==> src/rtl/sipo_deserializer.sv <==
// MSB-first serial-to-parallel receiver with a registered valid/ready word output.
// Define PARITY_EN to expect one even-parity bit after each word's LSB.
module sipo_deserializer #(
    parameter int WIDTH = 4
) (
    input  logic             clk,
    input  logic             rst,
    input  logic             serial_in,
    input  logic             frame_start,
    input  logic             out_ready,
    output logic [WIDTH-1:0] parallel_out,
    output logic             out_valid,
    output logic             busy,
    output logic             overrun,
    output logic             parity_err
);

`ifdef PARITY_EN
    localparam int FRAME_BITS = WIDTH + 1;
`else
    localparam int FRAME_BITS = WIDTH;
`endif
    localparam int CNT_W   = $clog2(WIDTH + 2);
    localparam int SHIFT_W = FRAME_BITS - 1;

    typedef enum logic {IDLE, SHIFT} state_t;

    state_t             state;
    logic [CNT_W-1:0]   count;
    logic [SHIFT_W-1:0] shift;
    logic [SHIFT_W:0]   frame_bits;
    logic               done;
    logic [WIDTH-1:0]   word;
    logic               word_perr;

`ifdef PARITY_EN
    function automatic logic parity_odd(input logic [SHIFT_W:0] v);
        return ^v;
    endfunction
`endif

    // The shift register only holds the bits before the final one; the final
    // bit is taken straight from serial_in so the word is ready on that edge.
    assign frame_bits = {shift, serial_in};
    assign done       = (state == SHIFT) && (count == CNT_W'(FRAME_BITS - 1));

`ifdef PARITY_EN
    assign word      = frame_bits[SHIFT_W:1];
    assign word_perr = parity_odd(frame_bits);
`else
    assign word      = frame_bits;
    assign word_perr = 1'b0;
`endif

    assign busy = (state == SHIFT);

    always_ff @(posedge clk) begin
        if (rst) begin
            state        <= IDLE;
            count        <= '0;
            shift        <= '0;
            parallel_out <= '0;
            out_valid    <= 1'b0;
            overrun      <= 1'b0;
            parity_err   <= 1'b0;
        end else begin
            case (state)
                IDLE: begin
                    if (frame_start) begin
                        shift <= SHIFT_W'(serial_in);
                        count <= CNT_W'(1);
                        state <= SHIFT;
                    end
                end
                SHIFT: begin
                    // A new frame_start always wins: it aborts a partial word
                    // or chains onto a word completing this cycle.
                    if (frame_start) begin
                        shift <= SHIFT_W'(serial_in);
                        count <= CNT_W'(1);
                    end else if (done) begin
                        shift <= frame_bits[SHIFT_W-1:0];
                        count <= '0;
                        state <= IDLE;
                    end else begin
                        shift <= frame_bits[SHIFT_W-1:0];
                        count <= count + CNT_W'(1);
                    end
                end
            endcase

            if (done) begin
                if (!out_valid || out_ready) begin
                    parallel_out <= word;
                    parity_err   <= word_perr;
                    out_valid    <= 1'b1;
                end else begin
                    overrun <= 1'b1;
                end
            end else if (out_valid && out_ready) begin
                out_valid <= 1'b0;
            end
        end
    end

endmodule
==> config.mk <==
export PLATFORM = sky130hd
export DESIGN_NAME = sipo_deserializer
export DESIGN_NICKNAME = d
export VERILOG_FILES = /design/src/rtl/sipo_deserializer.sv
export SDC_FILE = /design/constraint.sdc
export NUM_CORES = 1
export LEC_CHECK = 0
export ABC_AREA = 0
export ABC_CLOCK_PERIOD_IN_PS = 1300
export CORE_MARGIN = 5
export CORE_UTILIZATION = 41
export DETAILED_ROUTE_END_ITERATION = 16
export MAX_ROUTING_LAYER = met4
export PLACE_DENSITY = 0.71
export SYNTH_ARGS = -nofsm -noshare
export SYNTH_HDL_FRONTEND = slang
export SYNTH_SLANG_ARGS = --single-unit
==> constraint.sdc <==
create_clock -name clk -period 1.3 [get_ports clk]
set_clock_uncertainty 0.2 [all_clocks]
set_input_delay 0.325 -clock clk [delete_from_list [all_inputs] [get_ports clk]]
set_output_delay 0.325 -clock clk [all_outputs]
set_load 0.005 [all_outputs]
# After elaboration in Yosys (flattened, before gate mapping)

Index checks and enable logic that the tools add are counted.

Input port bits: 5
Flip-flop bits (word level): 13
Logic and storage cells: 34
Output and inout bits: 8

Multiplexer cells: 14
$add $sub $neg: 1
Equal/unequal tests: 3
Reductions and logical operators: 8
Bitwise gates (word level): 2

Operators with widths:

| cell                                                   | count |
|---|---|
| 2-to-1 mux 3 bit                                       | 5 |
| case mux 3 bit (2 select lines)                        | 2 |
| 2-to-1 mux 1 bit                                       | 6 |
| AND reduction 2 bit                                    | 3 |
| adder 3 x 1 -> 3 bit (second input constant)           | 1 |
| == test 3 x 2 -> 1 bit (second input constant)         | 1 |
| logical AND 1 bit                                      | 2 |
| inequality test 2 x 1 -> 1 bit (second input constant) | 1 |
| inequality test 2 bit (second input constant)          | 1 |
| inverter 1 bit                                         | 2 |
| case mux 1 bit (2 select lines)                        | 1 |
| nonzero test 2 bit                                     | 1 |
| zero test 1 bit                                        | 1 |
| logical OR 1 bit                                       | 1 |

# Longest topological paths before layout

Gate-level depths: netlist of the first run.

Depth after elaboration: 5
Gate-level depth with buffers: 4
Gate-level depth less buffers: 4

# Worst setup path after synthesis of the first run

No wires, ideal clock.

Path kind: register to register
Start: reg count[0]
End: reg parallel_out[0]
Path buffers: 0
Required time: 1028 ps
Setup time: 72 ps
Setup slack: -24 ps
Period minus slack after synthesis: 1324 ps
Data arrival time: 1052 ps
Stages on the path, launching flop included: 5
Path through: dfxtp_1 ha_1 nand2_2 nor3_4 mux2i_1

Cells in the longest elaborated chain, start to end: 3

Ends and longest elaborated chain:

| what                                 | line | text |
|---|---|---|
| start, declared                      | 29   | `logic [CNT_W-1:0] count;` |
| start signal, assigned               | 87   | `count <= count + CNT_W'(1);` |
| == test 3 x 2 -> 1 bit               | 45   | `assign done = (state == SHIFT) && (count == CNT_W'(FRAME_BITS - 1));` |
| logical AND 1 bit                    | 45   |  |
| AND reduction 2 bit (no source line) | -    |  |
| end signal, assigned                 | 94   | `parallel_out <= word;` |
| end, declared                        | 11   | `output logic [WIDTH-1:0] parallel_out,` |

No other way between the ends.
A chain may end at the register's enable or synchronous reset.

# Worst setup path in the final report of the first run

Start: reg count[0]
End: reg parallel_out[3]

The elaborated chain is that of the path after synthesis.

==> summary.md, run 1 <==
| Metric | Value |
|---|---|
| Final setup vio count | `4` |
| Simple-gate area share of the yosys netlist | `~25%` |
| Number of global-route vias before repair | `424` |
| Clk sinks | `13` |
| Routed WL | `around 1100 um` |
| Largest family of logic cells by synthesized area | `simple AND/OR/NAND/NOR gates` |
| CTS buffer count | `3` |
| Yosys reg bits | `13` |
| Flip-flop and latch area | `272 sq um` |
| Total GRT Usage | `between 10% and 20%` |
| Starting Density | `~43%` |
| Power Total | `0.742 mW` |
| HPWL Detailed | `827 um` |
| Synth unique cells | `21` |
| Logic pwr share | `10.3%` |
| Antenna Diode Count | `0` |
| CP required | `1300 ps` |
| Int Power | `0.567 mW` |
| Hold Vio Cnt, Final | `0` |
| Area growth, synth to finish | `33.3%` |
| Complex-gate fraction of the synthesized area | `7.24%` |
| Iter 0 DRT Violations | `0` |
| Sequential area share after synthesis | `47.1%` |
| Largest net degree at the start of global routing | `13` |
| Max VDD drop | `about 0.48 mV` |
| Synth top area cells | `dfxtp_1, mux2i_1, nand2b_1` |
| Adder-Cell Fraction of Synth Area | `around 2.3%` |
| Row count | `13` |
| Layout cell share with drive strength beyond 1 | `between 40% and 50%` |
| LEAKAGE | `0.300 nW` |
| Cells after synthesis | `between 50 and 60` |
| CP Class | `reg2reg` |
| Post-cts hold buffer count | `0` |
| Nets@finish | `between 80 and 90` |
| Pre-Repair DR Iteration Count | `1` |
| Tmin final | `approximately 1300 ps` |
| Fin Hold WS | `around 280 ps` |
| Mapped cell area | `between 500 and 600 sq um` |
| Area of the multi-input gates | `~290 sq um` |
| Clock Latency Late Sink | `270 ps` |
| Die Wd | `approximately 47 um` |
| CTS tree | `done` |
| CP max FO | `4` |
| CTS Root Cell | `clkbuf_4` |
| Overflow left after global routing | `0` |
| MaxCap Viol Count | `0` |
| Clock share of power | `approximately a third` |
| Leading area contributor after synthesis | `dfxtp_1` |
| RSZ-0062 raised after global routing | `yes` |
| Top-area cell type share of the netlist area | `a little under half` |
| Core footprint | `around 1300 sq um` |
| Die area | `~2200 sq um` |
| H-tree levels | `1` |
| Net Count, Synth | `between 60 and 70` |
| Gpl congestion | `0.791` |
| Worst Hold Class | `reg2reg` |
| Pins Over Slew Limit | `0` |
| Multiplexer area fraction after synthesis | `about an eighth` |
| Part of the power in registers | `a little under three fifths` |
| Drt via density | `4.79` |
| Power density over the cells | `between 1000 and 1500 nW/um^2` |
| Sw Pwr | `between 0.15 and 0.2 mW` |
| Clock slew at reported path FFs | `around 80 ps` |
| Die Ht | `roughly 47 um` |
| IO buf count | `11` |
| Drt drc | `0` |
| Post-route setup slack | `-48.5 ps` |
| First-pass GRT wire length | `1770 um` |
| Fin crit share | `104%` |
| Failing checks | `negative setup slack` |
| Initial antenna violation count | `0` |
| Filler cell count | `between 100 and 150` |
| Status | `complete, but fails checks` |
| Vias after detailed routing | `approximately 430` |
| Sw Share | `about a quarter` |
| Top-Level Pins | `13` |
| CP Launch Type | `register` |
| Fmax | `roughly 740 MHz` |
| Critical Path End Type | `register` |
| Syn Area/Cell | `between 9 and 10 sq um` |
| Final ANT Viol Nets | `0` |
| CTS Buffer Depth | `2` |
| Post-synthesis xor/xnor area fraction | `0%` |
| WL/cell | `roughly 12 um` |
| Critical path arrival | `1350 ps` |
| Ys Warns | `0` |
==> power groups by stage <==
stage          Clock [mW]  Combinational (mW)  Sequential [mW]
3_5_place_dp            0              0.0765            0.424
2_1_floorplan           0              0.0415            0.423
4_1_cts             0.260              0.0746            0.415
5_1_grt             0.275              0.0848            0.416
6_report            0.251              0.0761            0.415
3_3_place_gp            0              0.0735            0.423
==> cell usage after synthesis (all sizes together) <==
master	n
a21oi	4
ha	1
a31oi	1
o21ai	1
clkbuf	2
nor4b	1
conb	1
nand2	2
dfxtp	13
nand3b	1
nor2	4
mux2i	7
nor3	4
inv	2
a41oi	1
buf	2
nor2b	1
or2b	1
nand2b	8
==> path summary, 6_finish.rpt <==
kind,slack [ps],from,cells past startpoint,endpoint
setup / recovery,-50,count[0]$_SDFFE_PP0P_,4,parallel_out[3]$_SDFFE_PP0P_
hold / removal,280,parallel_out[0]$_SDFFE_PP0P_,2,parallel_out[0]$_SDFFE_PP0P_
setup reg to reg,-50,count[0]$_SDFFE_PP0P_,4,parallel_out[3]$_SDFFE_PP0P_
hold reg to reg,280,parallel_out[0]$_SDFFE_PP0P_,2,parallel_out[0]$_SDFFE_PP0P_
==> registers in the layout, summed over array words and instances, names as in the netlist <==
signal	cells
parallel_out	4
count	3
shift	3
busy	1
out_valid	1
overrun	1
==> critical path, cell delays in order (launching register included) <==
cell	delay, ps
dfxtp_2	360
ha_4	160
nand2_4	50
nor3_4	280
mux2i_1	220
==> cells by family after synthesis <==
family / after synthesis
and+or+nand+nor: 22
DFF: 13
AOI/OAI and AO/OA: 7
muxes: 7
buffers and inverters: 6
adders and majority gates: 1
other: 1
==> layout make-up <==
class | count | share of cell area (%)
well taps | 15 | 2.55
flip-flops and latches | 13 | 36.8
clock buffers | 4 | 3.57
repair buffers | 18 | 17.1
multi-input cells | 38 | 38.9
inverters | 2 | 1.02
==> cells in the final DEF, fill, tap and decap left out, types with 2 or more instances in the layout <==
cell             instances
nand2b_1                 8
buf_2                    7
nor2_1                   4
buf_4                    7
a21oi_1                  3
mux2i_1                  7
nor3_1                   3
clkbuf_4                 3
dfxtp_1                  4
clkdlybuf4s50_1          3
dfxtp_2                  9
inv_1                    2
==> repair_timing <==
action                                  4_1_cts  5_1_grt
setup buffers                                 0        0
pin swaps                                     1        1
endpoints found under the setup margin       14        7
resized for setup                            37        3
==> routing by layer <==
layer,global-route usage [%],vias up,part of all wire (%)
li1,-,223,-
met1,13.3,197,42
met2,20.1,9,50
met3,3.52,2,5.9
met4,4.97,0,1.4
met5,-,-,0
==> metrics by stage <==
step / utilization (%) / instance area, sq um / instances / TNS (ps) / worst slack [ps]
global route: 57.4 / 737 / 90 / -523 / -137
floorplan: - / 568 / 57 / 0 / 33.0
finish: 57.4 / 737 / 90 / -166 / -48.5
detailed placement: 56.6 / 727 / 86 / -4020 / -318
CTS: 56.9 / 731 / 90 / -229 / -69.8
global placement: 56.6 / 727 / 86 / -3650 / -315
No activity file was read; power rests on OpenSTA's default activity.
==> run 2: changes to the inputs <==
- CAP_MARGIN: not set -> 10
- CORE_AREA: not set -> 5 5 42 44
- CORE_MARGIN: 5 -> not set
- CORE_UTILIZATION: 41 -> not set
- DIE_AREA: not set -> 0 0 47 49
- DONT_BUFFER_PORTS: not set -> 1
- PLACE_DENSITY: 0.71 -> 0.59
==> run 2 against run 1 <==
Net effect:
- critical path type unchanged
- die area rose by 5.5%
- routed wire length fell by 3.7%
- hold slack worse by 270 ps
- utilization fell by 11 points
- setup slack lost 3.2 ps
- sequential share of layout area is 4.0 points higher
- via count fell by 10%
- combinational power decreased by 28%
- sequential cell count stayed put
- final cell count is 14% lower
- the flow still finishes with violations (negative setup slack)
- global-route usage rose by 0.16 points
==> summary.md, run 2 (synthesis gave the netlist of run 1 again) <==
| Metric | Value |
|---|---|
| Row count | `14 (+1)` |
| Post-CTS Setup Inserts | `0 (unchanged)` |
| Total GRT Usage | `12.2% (+0.16 points)` |
| Biggest register | `parallel_out` |
| Antenna Diode Count | `0 (unchanged)` |
| Power density over the cells | `1100 nW/um^2 (+9.6%)` |
| Critical Path End Type | `register` |
| Setup tns final | `-122 ps (+43.9 ps)` |
| DRT met1 WL | `440 um (-6.4%)` |
| Gpl congestion | `0.669 (-15%)` |
| Tmin final | `1350 ps (+3.23 ps)` |
| Drt via density | `5.01 (+4.7%)` |
| Iter 0 DRT Violations | `10 (+10)` |
| Flip-flop and latch area | `267 sq um (-1.8%)` |
| Part of the power in registers | `57.9% (+2.0 points)` |
| RSZ-0062 raised after global routing | `yes` |
| Worst Hold Class | `in2reg` |
| Core Util, Final | `46.5% (-11 points)` |
| Fin Hold WS | `2.93 ps (-274 ps)` |
| Routed WL | `1070 um (-3.7%)` |
| Non-filler cells, final | `77 (-14%)` |
| CTS buffer count | `3 (unchanged)` |
| Critical path arrival | `1360 ps (about the same)` |
| CP required | `1310 ps (about the same)` |
| Initial antenna violation count | `0 (unchanged)` |
| Placed Instances | `71 (-17%)` |
| Sw Pwr | `0.163 mW (-6.1%)` |
| Commonest non-fill, non-tap cell in the layout | `dfxtp_1` |
| IO buf count | `0 (-11)` |
| CTS Root Cell | `clkbuf_4` |
| Clock share of power | `34.6% (+0.8 points)` |
| Fmax | `740 MHz (-0.24%)` |
| Starting Density | `39.5% (-3.6 points)` |
| Core footprint | `1400 sq um (+9.1%)` |
| Die Wd | `47 um (+0.59%)` |
| DR WL met3 | `76 um (+15%)` |
| Clk sinks | `13 (unchanged)` |
| Top-Level Pins | `13 (unchanged)` |
| Fin area | `652 sq um (-12%)` |
| Fin crit share | `104% (+0.25 points)` |
| MaxCap Viol Count | `0 (unchanged)` |
| Number of global-route vias before repair | `419 (-1.2%)` |
| H-tree levels | `1 (unchanged)` |
| Post-route setup slack | `-51.7 ps (-3.23 ps)` |
| Area growth, synth to finish | `17.9%` |
| Power Total | `0.719 mW (-3.1%)` |
| Status | `complete, but fails checks` |
| Max VDD drop | `0.657 mV (+38%)` |
| Top Registers | `parallel_out (4), count (3), shift (3)` |
| CP Launch Type | `register` |
| Die Ht | `49 um (+4.9%)` |
| Largest net degree at the start of global routing | `12 (-1)` |
| LEAKAGE | `0.237 nW (-21%)` |
| Int Power | `0.555 mW (-2.2%)` |
| Commonest cells after routing, fill and taps aside | `dfxtp_1, nand2b_1, mux2i_1` |
| Filler cell count | `150 (+18%)` |
| Top sig layer | `met4` |
| Clock slew at reported path FFs | `80 ps (about the same)` |
| WL/cell | `13.9 um (+13%)` |
| Nets@finish | `68 (-17%)` |
| Cell area after placement | `581 sq um (-20%)` |
| CP Class | `reg2reg` |
| CTS Buffer Depth | `2 (unchanged)` |
| CTS tree | `done` |
| Drt drc | `0 (unchanged)` |
| Clock Latency Late Sink | `280 ps (about the same)` |
| Area of the multi-input gates | `287 sq um (unchanged)` |
| First-pass GRT wire length | `1880 um (+6.2%)` |
| Pre-Repair DR Iteration Count | `4 (+3)` |
| Final ANT Viol Nets | `0 (unchanged)` |
| Layout cell share with drive strength beyond 1 | `21.3% (-20 points)` |
| Logic pwr share | `7.6% (-2.7 points)` |
| Overflow left after global routing | `0 (unchanged)` |
| Failing checks | `negative setup slack` |
| Pins Over Slew Limit | `0 (unchanged)` |
| Vias after detailed routing | `386 (-10%)` |
| Final setup vio count | `5 (+1)` |
| Hold Vio Cnt, Final | `0 (unchanged)` |
| Number of flip-flops in the largest register | `4 (unchanged)` |
| WL met2 | `532 um (-4.8%)` |
| Worst slack after detailed placement | `-36.8 ps (+281 ps)` |
| CP max FO | `4 (unchanged)` |
| Die area | `2300 sq um (+5.5%)` |
| Sw Share | `22.7% (-0.74 points)` |
run 2: final timing paths:
path | from | depth (start not counted) | slack (ps) | end
worst min register to register | shift[0]$_SDFFE_PP0P_ | 2 | 280 | shift[0]$_SDFFE_PP0P_
worst max register to register | count[0]$_SDFFE_PP0P_ | 4 | -50 | parallel_out[3]$_SDFFE_PP0P_
worst max-delay path | count[0]$_SDFFE_PP0P_ | 4 | -50 | parallel_out[3]$_SDFFE_PP0P_
worst min-delay path | serial_in | 2 | 3 | parallel_out[0]$_SDFFE_PP0P_
run 2: cell type report:
class | instances | area share [%]
Sequential cell | 13 | 40.9
Clock buffer | 4 | 4.03
Timing Repair Buffer | 4 | 6.91
Multi-Input combinational cell | 38 | 44.0
Tap cell | 16 | 3.07
Inverter | 2 | 1.15
run 2: what timing repair did:
action,CTS,global route
hold endpoints to repair,9,0
endpoints found under the setup margin,5,8
hold buffers,2,0
resized for setup,3,5
pin swaps,2,1
run 2: layer usage:
| layer | vias to the layer above | GRT usage (%) |
|---|---|---|
| li1 | 196 | - |
| met1 | 177 | 12.9 |
| met2 | 9 | 16.7 |
| met3 | 4 | 8.86 |
| met4 | 0 | 5.53 |
| met5 | - | - |
run 2: power by group through the flow:
stage               Combinational, mW  Clock [mW]  Sequential, mW
floorplan                      0.0415           0           0.423
global placement               0.0379           0           0.424
global route                   0.0603       0.291           0.417
finish                         0.0545       0.248           0.416
detailed placement             0.0386           0           0.424
CTS                            0.0514       0.257           0.416
run 2: critical path, cell delays in order (launching register included):
cell     delay (ps)
dfxtp_2         360
ha_4            160
nand2_4          50
nor3_4          270
mux2i_1         240
